`src/rtl/i2c_pkg.sv`:
```
// Shared I2C field widths and bus-arbiter state encoding.
package i2c_pkg;

    localparam int I2C_ADDR_W   = 7;
    localparam int I2C_NBYTES_W = 6;
    localparam int I2C_DATA_W   = 8;

    typedef enum logic [1:0] {
        IDLE  = 2'd0,
        GRANT = 2'd1,
        DRAIN = 2'd2
    } arb_state_e;

endpackage

```
`src/rtl/rr_arbiter_pick.sv`:
```
// Combinational round-robin picker: first set request strictly after ptr, wrapping.
module rr_arbiter_pick #(
    parameter int N     = 2,
    parameter int PTR_W = $clog2(N)
) (
    input  logic [N-1:0]     req,
    input  logic [PTR_W-1:0] ptr,
    output logic [N-1:0]     winner,
    output logic             valid
);

    logic [PTR_W-1:0] scan_idx;
    logic             found;

    always_comb begin
        winner   = '0;
        found    = 1'b0;
        scan_idx = ptr;
        // Offset N lands back on ptr itself, so it only wins when alone.
        for (int off = 1; off <= N; off++) begin
            scan_idx = PTR_W'((int'(ptr) + off) % N);
            if (!found && req[scan_idx]) begin
                winner[scan_idx] = 1'b1;
                found            = 1'b1;
            end
        end
    end

    assign valid = |req;

endmodule

```
`src/rtl/i2c_bus_arbiter.sv`:
```
// Round-robin sharer of one I2C master between NUM_REQ controllers, with a
// watchdog that forcibly releases a requester that stalls the bus.
module i2c_bus_arbiter
    import i2c_pkg::*;
#(
    parameter int NUM_REQ        = 2,
    parameter int TIMEOUT_CYCLES = 960000
) (
    input  logic                           clk_in,
    input  logic                           n_rst,
    input  logic [NUM_REQ-1:0]             req_in,
    output logic [NUM_REQ-1:0]             gnt_out,
    input  logic [NUM_REQ-1:0]             req_en_in,
    input  logic [NUM_REQ-1:0]             req_rd_wr_in,
    input  logic [NUM_REQ-1:0]             req_continuous_in,
    input  logic [I2C_ADDR_W*NUM_REQ-1:0]  req_address_in,
    input  logic [I2C_NBYTES_W*NUM_REQ-1:0] req_data_bytes_in,
    input  logic [I2C_DATA_W*NUM_REQ-1:0]  req_wr_data_in,
    output logic [NUM_REQ-1:0]             req_ready_out,
    output logic [NUM_REQ-1:0]             req_wr_valid_out,
    output logic [NUM_REQ-1:0]             req_rd_valid_out,
    output logic [I2C_DATA_W-1:0]          req_rd_data_out,
    input  logic                           i2c_ready_in,
    input  logic                           i2c_wr_valid_in,
    input  logic                           i2c_rd_valid_in,
    input  logic [I2C_DATA_W-1:0]          i2c_rd_data_in,
    output logic                           i2c_en,
    output logic                           i2c_rd_wr,
    output logic                           i2c_continuous,
    output logic [I2C_ADDR_W-1:0]          i2c_address,
    output logic [I2C_NBYTES_W-1:0]        i2c_data_bytes,
    output logic [I2C_DATA_W-1:0]          i2c_wr_data,
    output logic                           timeout_out
);

    localparam int               IDX_W    = $clog2(NUM_REQ);
    localparam int               CNT_W    = $clog2(TIMEOUT_CYCLES);
    localparam logic [CNT_W-1:0] CNT_LAST = CNT_W'(TIMEOUT_CYCLES - 1);

    arb_state_e         state_q, state_d;
    logic [NUM_REQ-1:0] gnt_q, gnt_d;
    logic [IDX_W-1:0]   g_idx_q, g_idx_d;
    logic [IDX_W-1:0]   ptr_q, ptr_d;
    logic [CNT_W-1:0]   wd_cnt_q, wd_cnt_d;
    logic               timeout_q, timeout_d;

    logic [NUM_REQ-1:0] pick_onehot;
    logic               pick_valid;
    logic [IDX_W-1:0]   pick_idx;
    logic               in_grant;
    logic               strobe;
    logic               release_req;
    logic               wd_expired;

    rr_arbiter_pick #(
        .N     (NUM_REQ),
        .PTR_W (IDX_W)
    ) u_pick (
        .req    (req_in),
        .ptr    (ptr_q),
        .winner (pick_onehot),
        .valid  (pick_valid)
    );

    always_comb begin
        pick_idx = '0;
        for (int k = 0; k < NUM_REQ; k++) begin
            if (pick_onehot[k]) pick_idx = IDX_W'(k);
        end
    end

    assign in_grant    = (state_q == GRANT);
    assign strobe      = i2c_wr_valid_in | i2c_rd_valid_in;
    assign release_req = in_grant && !req_in[g_idx_q] && i2c_ready_in && !req_en_in[g_idx_q];
    // A clean release in the expiry cycle takes priority over the forced one.
    assign wd_expired  = in_grant && (wd_cnt_q == CNT_LAST) && !strobe && !release_req;

    always_ff @(posedge clk_in or negedge n_rst) begin
        if (!n_rst) begin
            state_q   <= IDLE;
            gnt_q     <= '0;
            g_idx_q   <= '0;
            ptr_q     <= IDX_W'(NUM_REQ - 1);
            wd_cnt_q  <= '0;
            timeout_q <= 1'b0;
        end else begin
            state_q   <= state_d;
            gnt_q     <= gnt_d;
            g_idx_q   <= g_idx_d;
            ptr_q     <= ptr_d;
            wd_cnt_q  <= wd_cnt_d;
            timeout_q <= timeout_d;
        end
    end

    always_comb begin
        state_d   = state_q;
        gnt_d     = gnt_q;
        g_idx_d   = g_idx_q;
        ptr_d     = ptr_q;
        wd_cnt_d  = wd_cnt_q;
        timeout_d = 1'b0;
        case (state_q)
            IDLE: begin
                wd_cnt_d = '0;
                if (i2c_ready_in && pick_valid) begin
                    state_d = GRANT;
                    gnt_d   = pick_onehot;
                    g_idx_d = pick_idx;
                end
            end
            GRANT: begin
                if (release_req) begin
                    state_d  = IDLE;
                    gnt_d    = '0;
                    ptr_d    = g_idx_q;
                    wd_cnt_d = '0;
                end else if (wd_expired) begin
                    state_d   = DRAIN;
                    gnt_d     = '0;
                    ptr_d     = g_idx_q;
                    wd_cnt_d  = '0;
                    timeout_d = 1'b1;
                end else if (strobe) begin
                    wd_cnt_d = '0;
                end else if (wd_cnt_q != CNT_LAST) begin
                    wd_cnt_d = wd_cnt_q + 1'b1;
                end
            end
            DRAIN: begin
                wd_cnt_d = '0;
                if (i2c_ready_in) state_d = IDLE;
            end
            default: begin
                state_d = IDLE;
                gnt_d   = '0;
            end
        endcase
    end

    always_comb begin
        i2c_en         = 1'b0;
        i2c_rd_wr      = 1'b0;
        i2c_continuous = 1'b0;
        i2c_address    = '0;
        i2c_data_bytes = '0;
        i2c_wr_data    = '0;
        for (int k = 0; k < NUM_REQ; k++) begin
            if (in_grant && (g_idx_q == IDX_W'(k))) begin
                i2c_en         = req_en_in[k] & ~wd_expired;
                i2c_rd_wr      = req_rd_wr_in[k];
                i2c_continuous = req_continuous_in[k];
                i2c_address    = req_address_in[k*I2C_ADDR_W +: I2C_ADDR_W];
                i2c_data_bytes = req_data_bytes_in[k*I2C_NBYTES_W +: I2C_NBYTES_W];
                i2c_wr_data    = req_wr_data_in[k*I2C_DATA_W +: I2C_DATA_W];
            end
        end
    end

    // gnt_q is zero outside GRANT, so it doubles as the status-path enable.
    genvar gi;
    generate
        for (gi = 0; gi < NUM_REQ; gi++) begin : g_status
            assign req_ready_out[gi]    = gnt_q[gi] & i2c_ready_in;
            assign req_wr_valid_out[gi] = gnt_q[gi] & i2c_wr_valid_in;
            assign req_rd_valid_out[gi] = gnt_q[gi] & i2c_rd_valid_in;
        end
    endgenerate

    assign req_rd_data_out = in_grant ? i2c_rd_data_in : '0;
    assign gnt_out         = gnt_q;
    assign timeout_out     = timeout_q;

endmodule

```
`config.mk`:
```
export PLATFORM = sky130hd
export DESIGN_NAME = i2c_bus_arbiter
export DESIGN_NICKNAME = d
export VERILOG_FILES = /design/src/rtl/i2c_pkg.sv /design/src/rtl/rr_arbiter_pick.sv /design/src/rtl/i2c_bus_arbiter.sv
export SDC_FILE = /design/constraint.sdc
export NUM_CORES = 1
export LEC_CHECK = 0
export CAP_MARGIN = 15
export CORE_AREA = 10 10 93 95
export CTS_CLUSTER_SIZE = 16
export DETAILED_ROUTE_END_ITERATION = 6
export DIE_AREA = 0 0 103 105
export DONT_BUFFER_PORTS = 1
export MAX_ROUTING_LAYER = met4
export PLACE_DENSITY = 0.51
export RECOVER_POWER = 25
export SYNTH_ARGS = -nofsm -noshare
export SYNTH_HDL_FRONTEND = slang
export SYNTH_HIERARCHICAL = 1
export SYNTH_SLANG_ARGS = --single-unit
```
`constraint.sdc`:
```
create_clock -name clk_in -period 2.7 [get_ports clk_in]
set_input_delay 0.27 -clock clk_in [delete_from_list [all_inputs] [get_ports clk_in]]
set_output_delay 0.27 -clock clk_in [all_outputs]
set_load 0.05 [all_outputs]
```
==> metrics.txt, run 1 <==
status finished with violations; failing checks capacitance limit, slew limit; synthesis-stage register bit count 27; Max-Cap Viols 1; total grt overflow 0; DRC 0; fill count 700; row count 30; worst min path class in -> reg; Finished Layout Cells 332; Post-Syn Nets 293; Fin. Hold Viols 0; DIE AREA between 10,000 and 15,000 um^2; DP Area 2260 um^2; total I/O pin count roughly 100; Least-Margin Pin Slew 1.52 ns; WL/cell 18.1 um; top layer in use met4; Vias/cell 5.31; largest net degree at the start of global routing 28; Reg area 677 um^2; Final ANT Viol Nets 0; fmax 442 MHz; Worst EP arrival 1.99 ns; # setup viols final 0; multi-input gate area in the final layout 1260 um^2; Placed Instances 326; CP Max Fanout 11; skew final approximately 0.0042 ns; library cells used by synthesis 41; DR vias 1,764; Clock Path Buffers 2; Post-CTS Setup Inserts 0; minimum clock period 2.26 ns; Gate Count Post-Synth ~230; worst hold margin 0.199 ns; Post-Syn Area per Cell about 9 um^2; root buf cell clkbuf_8; area growth from synthesis to layout 15.5%; Final period util 0.838; YS warnings 6; Worst setup EP type primary output; Startpoint Class flop; Worst VDD drop 0.000830 V; die width approximately 100 um; Routed WL 6020 um; design area between 2000 and 2500 um^2; 1st-iter DRT viols 62; worst skew pair latency 0.28 ns; crit path kind reg -> out; total CTS buffers 3; slew margin rel. -0.0111; setup TNS 0 ns; synthesized area 2010 um^2; initial antenna violation count 0; CTS tree built; Metal-1 WL 2610 um; Lkg Pwr 0.00100 uW; RSZ-0062 raised after global routing false; H-tree Lvls 1; hpwl dp ~5000 um; vias in the first global route 1,982; antenna cells 0; Nets 317; power per cell area 999 nW/um^2; drt pass-1 iters 4; Final Wtd Congestion slightly below 0.8; Core ar. 6760 um^2; Tot Pwr about 2300 uW; first-pass GRT wire length 10,300 um; count of pins over their slew limit 28; Global Route Usage Sum 0.119; share of post-route cells with drive strength above 1 0.214; metal3 WL approximately 500 um; Initial Utilization 0.298; clock slew at reported path FFs 0.10 ns; met2 wire length 2890 um; register area share after synthesis 0.336; Worst Path Required 2.43 ns; I/O Buffers 0; Die H 105 um; Clock Sinks 27
-- state kept, by name, indices dropped and copies added (netlist names) --
signal / count
wd_cnt_q: 20
gnt_out: 2
state_q: 2
g_idx_q: 1
ptr_q: 1
timeout_out: 1
-- synth_stat cells --
cell      count  area (um^2)
nor3_1        4         20.0
nand2b_1      3         18.8
o21ai_2       8         70.1
nor2_1       34          128
xor2_1        5         43.8
nor3b_1       1         7.51
a21oi_1       5         25.0
mux2i_1      26          260
nand2_1      24         90.1
a22o_1        1         8.76
a41oi_1       3         26.3
buf_2         1         5.00
buf_6         2         22.5
buf_4         1         7.51
a211oi_4      1         20.0
or3_1         2         12.5
clkbuf_1      3         11.3
dfstp_2       1         26.3
nand3_1       9         45.0
dfrtp_1      26          651
ha_1          1         12.5
or4b_4        3         41.3
buf_1         4         15.0
xnor2_1       3         26.3
nor4b_2       1         15.0
a31oi_1       8         50.1
a21o_4        1         15.0
o21ai_0       6         30.0
or2_1         2         12.5
a21boi_1      2         15.0
nand4_1       4         25.0
and3_1        2         12.5
mux2_2        5         56.3
nor4b_4       1         23.8
and2_1       15         93.8
a21o_1        1         7.51
o32ai_1       2         17.5
inv_1         4         15.0
or2_2         1         6.26
and4_1        2         17.5
nor2b_1       1         6.26
-- per-layer routing --
layer | global-route usage | vias to the layer above
li1 | - | 850
met1 | 0.142 | 824
met5 | - | -
met4 | 0.0139 | 0
met3 | 0.0448 | 2
met2 | 0.189 | 88
-- worst paths after layout --
kind | cells past startpoint | end | from | slack (ns)
max | 6 | i2c_en | wd_cnt_q[0]$_DFFE_PN0P_ | 0.44
min | 3 | wd_cnt_q[1]$_DFFE_PN0P_ | i2c_wr_valid_in | 0.20
max reg2reg | 5 | wd_cnt_q[10]$_DFFE_PN0P_ | state_q[1]$_DFFE_PN0P_ | 0.45
min reg2reg | 1 | wd_cnt_q[5]$_DFFE_PN0P_ | wd_cnt_q[5]$_DFFE_PN0P_ | 0.52
max in group asynchronous | 2 | wd_cnt_q[5]$_DFFE_PN0P_ | n_rst | 0.92
min in group asynchronous | 2 | wd_cnt_q[18]$_DFFE_PN0P_ | n_rst | 0.91
-- logic make-up after synthesis --
logic type	share of synthesized area
AND/OR/NAND/NOR	0.286
AO/OA/AOI/OAI	0.142
multiplexers	0.157
flip-flops	0.336
buffers and inverters	0.0379
XOR/XNOR	0.0348
adder cells (fa/ha/maj)	0.00621
-- cells in the final DEF (no fill, tap or decap), types with 6 or more instances in the layout --
master	n
o21ai_0	6
o21ai_2	8
buf_4	28
and2_1	15
nor2_1	34
mux2i_1	26
nand3_1	9
nand2_1	24
dfrtp_1	26
a31oi_1	8
-- critical path: stages (launching register included) --
cell and delay, ns:
dfrtp_1 0.42, ha_1 0.24, nand3_1 0.16, nor3_1 0.16, buf_4 0.22, nand4_1 0.12
and3_1 0.38
-- what timing repair did --
item	in CTS	in global routing
gates resized for setup	0	0
hold buffers	2	0
hold endpoints to repair	27	0
-- area by class of cell --
type,count,share of cell area
clock inverter,1,0.00323
inverter,4,0.00646
timing repair buffer,30,0.0963
sequential,27,0.291
multi-input combinational,187,0.542
clock buffer,3,0.0178
tap,80,0.0431
-- per-stage QoR --
| step | util | worst slack (ns) |
|---|---|---|
| 2_1_floorplan | - | 0.655 |
| 3_3_place_gp | 0.335 | 0.498 |
| 3_5_place_dp | 0.335 | 0.424 |
| 4_1_cts | 0.346 | 0.412 |
| 5_1_grt | 0.344 | 0.285 |
| 6_report | 0.344 | 0.438 |
-- where the power goes --
group / leakage (uW) / internal (uW) / switching, uW / total (uW)
sequential: 0.000366 / 449 / 77.0 / 526
clock: 0.0000217 / 105 / 135 / 240
combinational: 0.000617 / 438 / 1120 / 1560
(Power assumes the default switching activity.)
==> run 2: changes to the inputs <==
Clock period 2.7 ns to 2.4 ns, I/O delays scaled along.
==> run 2 against run 1 <==
- the run now ends clean
- non-clock buffer count is 4 higher
- clock-buffer cell count is 1 higher
- clock skew is 0.00072 ns higher
- critical endpoint unchanged
- highest routed layer unchanged
==> metrics.txt, run 2 (same netlist as run 1, synthesis figures left out) <==
status complete, no violations; Lkg Pwr 0.00103 uW (+2.0%); Worst Path Required 2.16 ns (-0.27 ns); worst hold margin 0.175 ns (-0.0246 ns); fmax approximately 450 MHz; die width 103 um (unchanged); DRC 0 (unchanged); WL/cell 17.7 um (-2.7%); power per cell area 1120 nW/um^2 (+12%); crit-path leading delay family simple AND/OR/NAND/NOR gates; share of post-route cells with drive strength above 1 0.223 (+0.00837); largest net degree at the start of global routing 28 (unchanged); CTS tree built; Finished Layout Cells 336 (+1.2%); Final Util 0.348 (+0.00389); commonest non-fill, non-tap cells in the layout 34 x nor2_1, 32 x buf_4, 26 x mux2i_1, 26 x dfrtp_1, 24 x nand2_1; Nets 321 (+1.3%); Clock Sinks 27 (unchanged); commonest non-fill, non-tap cell in the layout nor2_1; hpwl dp 4940 um (-1.5%); minimum clock period 2.22 ns; Global Route Usage Sum 0.114 (-0.00432); worst min path class in -> reg; antenna cells 0 (unchanged); total grt overflow 0 (unchanged); RSZ-0062 raised after global routing false; Buf/Inv on CP 1 (unchanged); Die H 105 um (unchanged); vias in the first global route 1,868 (-5.8%); clock slew at reported path FFs 0.09 ns (about the same); largest incremental delay on the critical path 0.42 ns (about the same); crit path to i2c_en; Max-Cap Viols 0 (-1); Initial Utilization 0.298 (unchanged); Worst VDD drop 0.000891 V (+7.4%); R2R cell count 6 (+1); worst skew pair latency 0.27 ns (about the same); Crit path depth 6 (unchanged); slew margin rel. 0.0355 (+0.0466); Startpoint Class flop; Final period util 0.925; worst r2r src state_q[1]$_DFFE_PN0P_; row count 30 (unchanged); H-tree Lvls 1 (unchanged); skew final 0.00495 ns (+0.000719 ns); Least-Margin Pin Slew 1.45 ns (-0.0700 ns); # setup viols final 0 (unchanged); Fin. Hold Viols 0 (unchanged); Final ANT Viol Nets 0 (unchanged); Worst EP arrival 1.98 ns (about the same); Largest Register wd_cnt_q; Final Wtd Congestion 0.726 (-7.4%); slowest CP cell dfrtp_1; Placed Instances 330 (+1.2%); PostCTS Resize Cnt 0 (unchanged); Largest register FFs 20 (unchanged); Post-CTS Setup Inserts 0 (unchanged); DIE AREA 10,800 um^2 (unchanged); Routed WL 5930 um (-1.5%); 1st-iter DRT viols 39 (-37%); crit path kind reg -> out; DR vias 1,751 (-0.74%); area growth from synthesis to layout 16.8%; setup TNS 0 ns (unchanged); Crit Reg-Reg Endpoint wd_cnt_q[16]$_DFFE_PN0P_; total CTS buffers 3 (unchanged); root buf cell clkbuf_8; count of pins over their slew limit 0 (-100%); I/O Buffers 0 (unchanged); Core ar. 6760 um^2 (unchanged); Clock Path Buffers 2 (unchanged); Worst setup EP type primary output; Reg2Reg Setup Slack 0.28 ns (-0.17 ns); CP Max Fanout 11 (unchanged); Vias/cell 5.21 (-1.9%); initial antenna violation count 0 (unchanged); first-pass GRT wire length 9800 um (-4.5%); drt pass-1 iters 4 (unchanged); CP cell instances ha_1, nand3_1, nor3_1, buf_4, nand4_1, and3_1; Crit. Startpoint wd_cnt_q[0]$_DFFE_PN0P_; cts hold-fix bufs 2 (unchanged); total I/O pin count 104 (unchanged)
-- run 2: final cells by class --
type / count / area [um^2]
fill: 694 / 4410
multi-input combinational: 187 / 1260
sequential: 27 / 677
timing repair buffer: 34 / 254
tap: 80 / 100
clock buffer: 4 / 45.0
inverter: 4 / 15.0
-- run 2: report_power, final --
part	leakage, uW	internal, uW	switching, uW
Clock	0.0000228	119	145
Combinational	0.000637	518	1310
Sequential	0.000366	506	38.9
-- run 2: per-layer routing --
metal	track usage	up-vias	part of all wire
met2	0.179	81	0.47
met5	-	-	0
li1	-	865	-
met3	0.0329	2	0.063
met4	0.0119	0	0.0019
met1	0.146	803	0.46
-- run 2: worst min path at each step --
stage | startpoint | endpoint | slack (ns) | cells past startpoint
final | i2c_ready_in | state_q[1]$_DFFE_PN0P_ | 0.17 | 2
after CTS | i2c_ready_in | state_q[1]$_DFFE_PN0P_ | 0.17 | 2
after global placement | n_rst | wd_cnt_q[13]$_DFFE_PN0P_ | -0.05 | 0
after detailed placement | n_rst | wd_cnt_q[17]$_DFFE_PN0P_ | -0.05 | 0
after global routing | i2c_ready_in | state_q[1]$_DFFE_PN0P_ | 0.18 | 2
after floorplan | n_rst | g_idx_q$_DFFE_PN0P_ | -0.06 | 0
-- run 2: per-stage QoR --
step / setup slack, ns / total power [uW] / area (um^2)
2_1_floorplan: 0.385 / 1990 / 2010
3_3_place_gp: 0.330 / 2390 / 2290
3_5_place_dp: 0.282 / 2390 / 2290
4_1_cts: 0.153 / 2680 / 2370
5_1_grt: 0.0146 / 2790 / 2350
6_report: 0.181 / 2640 / 2350
-- run 2: worst register-to-register path: cells and delay by family, from the launching register on --
family,cells,cell delay (ns)
simple gates,2,0.95
compound gates,3,0.38
buf+inv,1,0.20
flops,1,0.46
